File: src/rtl/bus_timer_irq_if.sv
// bus_timer_irq_if -- microcpu byte-bus connection between the CPU and the timer.
//   read     CPU -> timer  1 = read/idle, 0 = one-cycle write strobe
//   address  CPU -> timer  byte address
//   wdata    CPU -> timer  write data (CPU dout)
//   rdata    timer -> CPU  registered read data (to CPU din via mux)
//   hit      timer -> CPU  registered: rdata belongs to this block
//   intr     timer -> CPU  interrupt request
interface bus_timer_irq_if;
    logic        read;
    logic [15:0] address;
    logic [7:0]  wdata;
    logic [7:0]  rdata;
    logic        hit;
    logic        intr;

    modport master (output read, address, wdata, input rdata, hit, intr);
    modport slave  (input read, address, wdata, output rdata, hit, intr);
endinterface

File: src/rtl/bus_timer_irq.sv
// bus_timer_irq -- memory-mapped 16-bit down-counter timer with prescaler and
// interrupt flag, responding on the microcpu byte bus.
//   clk  rising-edge clock (the CPU works on the falling edge)
//   rst  asynchronous active-high reset
//   bus  slave side of bus_timer_irq_if (read/address/wdata in,
//        rdata/hit/intr out)
// Register window: 8 bytes at BASE (8-byte aligned); ID returned at BASE+7.
module bus_timer_irq #(
    parameter logic [15:0] BASE = 16'hFF00,
    parameter logic [7:0]  ID   = 8'hA5
) (
    input  logic             clk,
    input  logic             rst,
    bus_timer_irq_if.slave   bus
);
    logic [15:0] cnt, rld;
    logic [7:0]  snap_h, rld_stg, pre, pcnt;
    logic        en, ie, auto_rld, if_f, ovr_f;
    logic [7:0]  rd_mux;

    logic       in_win, we;
    logic [2:0] off;
    logic       wr_rldl, wr_rldh, wr_ctrl, wr_pre, wr_stat;
    logic       tick_raw, tick, uf, if_clr, ovr_clr;

    assign in_win  = (bus.address[15:3] == BASE[15:3]);
    assign off     = bus.address[2:0];
    assign we      = !bus.read && in_win;
    assign wr_rldl = we && (off == 3'd2);
    assign wr_rldh = we && (off == 3'd3);
    assign wr_ctrl = we && (off == 3'd4);
    assign wr_pre  = we && (off == 3'd5);
    assign wr_stat = we && (off == 3'd6);

    // A reload write or a disabling CTRL write swallows a coincident tick.
    assign tick_raw = en && (pcnt == pre);
    assign tick     = tick_raw && !wr_rldh && !(wr_ctrl && !bus.wdata[0]);
    assign uf       = tick && (cnt == 16'd0);
    assign if_clr   = wr_stat && bus.wdata[0];
    assign ovr_clr  = wr_stat && bus.wdata[1];

    // intr is a plain AND of two flops, so it cannot glitch and drops with rst.
    assign bus.intr = if_f & ie;

    always_comb begin
        rd_mux = 8'h00;
        case (off)
            3'd0: rd_mux = cnt[7:0];
            3'd1: rd_mux = snap_h;
            3'd2: rd_mux = rld[7:0];
            3'd3: rd_mux = rld[15:8];
            3'd4: rd_mux = {5'b0, auto_rld, ie, en};
            3'd5: rd_mux = pre;
            3'd6: rd_mux = {6'b0, ovr_f, if_f};
            3'd7: rd_mux = ID;
            default: rd_mux = 8'h00;
        endcase
    end

    always_ff @(posedge clk or posedge rst) begin
        if (rst) begin
            bus.rdata <= 8'h00;
            bus.hit   <= 1'b0;
            cnt       <= 16'h0000;
            snap_h    <= 8'h00;
            rld       <= 16'h0000;
            rld_stg   <= 8'h00;
            en        <= 1'b0;
            ie        <= 1'b0;
            auto_rld  <= 1'b0;
            pre       <= 8'h00;
            pcnt      <= 8'h00;
            if_f      <= 1'b0;
            ovr_f     <= 1'b0;
        end else begin
            bus.hit   <= in_win;
            bus.rdata <= in_win ? rd_mux : 8'h00;

            // Any read cycle at offset 0 (fetches included) snapshots the high byte.
            if (in_win && bus.read && (off == 3'd0))
                snap_h <= cnt[15:8];

            if (wr_rldl)
                rld_stg <= bus.wdata;

            if (wr_rldh) begin
                rld <= {bus.wdata, rld_stg};
                cnt <= {bus.wdata, rld_stg};
            end else if (tick) begin
                if (cnt != 16'd0) cnt <= cnt - 16'd1;
                else              cnt <= auto_rld ? rld : 16'h0000;
            end

            // Prescaler restarts on reload, on enable/disable, while stopped and after each tick.
            if (wr_rldh || (wr_ctrl && !(en && bus.wdata[0])) || !en || tick_raw)
                pcnt <= 8'h00;
            else
                pcnt <= pcnt + 8'd1;

            // An explicit CTRL write wins over the one-shot auto-disable.
            if (wr_ctrl)
                {auto_rld, ie, en} <= bus.wdata[2:0];
            else if (uf && !auto_rld)
                en <= 1'b0;

            if (wr_pre)
                pre <= bus.wdata;

            // Underflow set beats W1C; OVR only if the old IF survives this cycle.
            if_f  <= uf | (if_f & !if_clr);
            ovr_f <= (uf & if_f & !if_clr) | (ovr_f & !ovr_clr);
        end
    end
endmodule

File: src/flat_wrapper.sv
// flat-port wrapper written by rule: the top's interface ports become plain ports
module bus_timer_irq_flat 
#(
    parameter logic [15:0] BASE = 16'hFF00,
    parameter logic [7:0]  ID   = 8'hA5
)
  (clk, rst, bus_read, bus_address, bus_wdata, bus_rdata, bus_hit, bus_intr);
  bus_timer_irq_if bus_i ();
  input  logic clk;
  input  logic rst;
  input wire logic [$bits(bus_i.read)-1:0] bus_read;
  input wire logic [$bits(bus_i.address)-1:0] bus_address;
  input wire logic [$bits(bus_i.wdata)-1:0] bus_wdata;
  output wire logic [$bits(bus_i.rdata)-1:0] bus_rdata;
  output wire logic [$bits(bus_i.hit)-1:0] bus_hit;
  output wire logic [$bits(bus_i.intr)-1:0] bus_intr;
  assign bus_i.read = bus_read;
  assign bus_i.address = bus_address;
  assign bus_i.wdata = bus_wdata;
  assign bus_rdata = bus_i.rdata;
  assign bus_hit = bus_i.hit;
  assign bus_intr = bus_i.intr;
  bus_timer_irq #(.BASE(BASE), .ID(ID)) u_core (.clk(clk), .rst(rst), .bus(bus_i));
endmodule
File: config.mk
export PLATFORM = sky130hd
export DESIGN_NAME = bus_timer_irq_flat
export DESIGN_NICKNAME = d
export VERILOG_FILES = /design/src/rtl/bus_timer_irq_if.sv /design/src/rtl/bus_timer_irq.sv /design/src/flat_wrapper.sv
export SDC_FILE = /design/constraint.sdc
export NUM_CORES = 1
export LEC_CHECK = 0
export ABC_AREA = 1
export CAP_MARGIN = 0
export CELL_PAD_IN_SITES_DETAIL_PLACEMENT = 1
export CELL_PAD_IN_SITES_GLOBAL_PLACEMENT = 1
export CORE_UTILIZATION = 35
export DETAILED_ROUTE_END_ITERATION = 12
export PLACE_DENSITY_LB_ADDON = 0.1
export SKIP_LAST_GASP = 1
export SLEW_MARGIN = 30
export SYNTH_ARGS = -nofsm -noshare
export SYNTH_HDL_FRONTEND = slang
export SYNTH_SLANG_ARGS = --single-unit
export TNS_END_PERCENT = 5
File: constraint.sdc
create_clock -name clk -period 3.36 [get_ports clk]
set_input_delay 0.504 -clock clk [delete_from_list [all_inputs] [get_ports clk]]
set_output_delay 0.504 -clock clk [all_outputs]
set_load 0.05 [all_outputs]
==> flow_summary.ini <==
[status]
outcome = finished, final reports clean

[final_layout]
final_common_cell = nand2_1
num-nets-final = 677
fin_util_pct = 43.2
drive_above_1_share_pct = 7.07
design_area_sq_um = 5270
stdcell_count = 819
layout_common_cells = 212 x nand2_1, 78 x dfrtp_1, 65 x nand3_1, 59 x inv_1, 55 x nor2_1
syn2layout_area_growth_pct = 18.7
num_antenna_cells = 0

[pwr]
p_leak_nw = 2.56
ir_drop_mv = 0.261
p_comb_share_pct = 23.6
sequentialPowerShare_pct = 41.5
finalPower_mw = 2.87
powerDensity_nw_per_um2 = 544
power_frac_clock_pct = 34.9
power_switching_mw = 0.978
internal_power_mw = 1.89
swShare_pct = 34.1

[clock_tree]
cts_tree = built
post-cts-setup-buffers = 0
cts_sinks = 78
cts_max_path_buffers = 2
clockRootBuffer = clkbuf_16
ctsHtreeMaxLevel = 3
clk_latency_ps = 340
post_cts_resized = 0
cts.hold.buffers_added = 0
clk_pin_slew_worst_paths_ps = 60
cts-buffers-inserted = 9

[worst_setup_path]
cp-end-kind = flip-flop
critPathLaunch = bus_address[2]
crit_fanout = 25
timing.rr.start = u_core.cnt[0]$_DFFE_PP0P_
cp.arrival_ps = 2610
crit_required_ps = 3570
r2r-end = u_core.cnt[13]$_DFFE_PP0P_
rr_worst_depth = 10
rrSetupSlack_ps = 1190
critical_path_class = input pin to flip-flop
crit_path_start_kind = input pin

[synthesis]
syn-instance-count = 609
yosys.area.top_type = dfrtp_1
synthTopCellsByArea = dfrtp_1 44%, nand2_1 18%, nand3_1 7.3%
syn_area_per_cell_sq_um = 7.29
syn_area_sq_um = 4440
yosys_register_bits = 78
synthArstFlopShare_pct = 100
synth.net_count = 639
yosysTopAreaCellShare_pct = 44.0
ys_types = 36
ys.flop_type = dfrtp_1
synth-warning-count = 0
synth_edf_count = 0
synth.yosys.seq_area_share_pct = 44.0

[grt]
grt_pass1_wl_um = 24800
track_usage_pct = 25.7
grt_max_degree = 43
overflow = 0
grt_pass1_vias = 4539
antenna_found_initial = 0

[die]
ioPinCount = 37
die-height_um = 115
row_count = 40
dieArea_sq_um = 13100
die_w_um = 115
core_sq_um = 12200
start_util_pct = 36.4

[placed_design]
portBuffers = 36
dp_slack_ps = 629
place_area_sq_um = 4970
dpl.hpwl_um = 11900
gp_congestion = 0.923
placed_cells = 804

[sta]
skew_ps = 6.27
setup_viol = 0
rsz0062_at_grt = false
worst_slack_ps = 964
holdWs_ps = 494
max_freq_ghz = 0.417
fin_crit_ps = 2400
worst_slew_pin_slew_ps = 688
maxSlewHeadroom_pct = 54.1
fin_tns_setup_ps = 0
hold_viol_final = 0
slew_violations = 0
min_period_over_period_pct = 71.3

[route]
antenna_left = 0
drt_iter0_drc = 279
wl_per_cell_um = 18.8
drc = 0
dr.pass1.iters = 5
avgViaCountPerCell = 5.22
wirelength_um = 15400
vias = 4274

[hold_path]
hold_path_depth = 2
hold_class = flip-flop to flip-flop
hp-start = u_core.rld_stg[5]$_DFFE_PP0P_
hold_end = u_core.rld_stg[5]$_DFFE_PP0P_

[flow_run]
drv_cap = 0
==> layer usage <==
layer / vias to the layer above / GRT usage [%] / routed length [um]
met5: - / 0 / 0
met4: 0 / 10.1 / 386
met3: 30 / 4.66 / 810
met2: 97 / 41.7 / 7160
met1: 2110 / 34.0 / 7020
li1: 2037 / - / -
==> registers in the layout (all words and copies together), names as in the netlist <==
signal and cells:
u_core.snap_h 8, u_core.bus.hit 1, u_core.ie 1, u_core.pcnt 8, u_core.rld_stg 8, u_core.cnt 16, u_core.bus.rdata 8, u_core.en 1
u_core.rld 16, u_core.auto_rld 1, u_core.if_f 1, u_core.pre 8, u_core.ovr_f 1
==> cell type report <==
type / instances / area (sq um)
fillers: 1571 / 6940
flip-flops and latches: 78 / 1950
repair buffers: 39 / 395
clock buffers: 12 / 256
well taps: 168 / 210
clock inverters: 3 / 43.8
inverters: 67 / 253
multi-input cells: 452 / 2160
==> power by group through the flow <==
| stage | Sequential, mW | Combinational, mW | Clock, mW |
|---|---|---|---|
| after CTS | 1.19 | 0.685 | 1.02 |
| after floorplan | 1.14 | 0.488 | 0 |
| after global placement | 1.20 | 0.657 | 0 |
| final | 1.19 | 0.677 | 1.00 |
| after global routing | 1.20 | 0.776 | 1.06 |
| after detailed placement | 1.21 | 0.680 | 0 |
==> worst max path at each step <==
stage / endpoint / slack (ps)
3_5_place_dp: u_core.cnt[12]$_DFFE_PP0P_ / 630
4_1_cts: u_core.cnt[12]$_DFFE_PP0P_ / 980
6_report: u_core.cnt[12]$_DFFE_PP0P_ / 960
2_1_floorplan: u_core.auto_rld$_DFFE_PP0P_ / 860
3_3_place_gp: u_core.cnt[8]$_DFFE_PP0P_ / 790
5_1_grt: u_core.cnt[12]$_DFFE_PP0P_ / 760
==> worst max-delay path, cell delays in order <==
cell	delay (ps)
clkdlybuf4s50_1	610
inv_2	100
nand3_1	130
inv_2	130
nand3_4	230
buf_4	320
nand3_2	290
nand3_1	170
nand3_1	110
==> cells in the mapped netlist, types with 2 or more instances <==
cell type / count
inv_2: 6
a21oi_1: 9
nor2_1: 55
o21ai_1: 2
xnor2_1: 6
nand3_4: 2
clkbuf_1: 3
ha_1: 3
buf_6: 2
nor2_2: 4
nor3_1: 4
nand4_2: 2
nand2_1: 212
inv_1: 60
a41oi_1: 3
xor2_1: 6
a22oi_1: 4
o21ai_0: 47
nor2_4: 6
nand4_1: 7
nand3_2: 5
dfrtp_1: 78
nand3_1: 65
buf_2: 4
buf_4: 3
==> cells by family after synthesis <==
family,Yosys count,synth area share (%)
xor gates and xnor gates,12,2.37
AOI/OAI and AO/OA,72,9.02
DFF,78,44.0
buffers and inverters,79,7.38
adders and majority gates,3,0.846
and+or+nand+nor,365,36.4
Power figures use the tool's default switching activity.
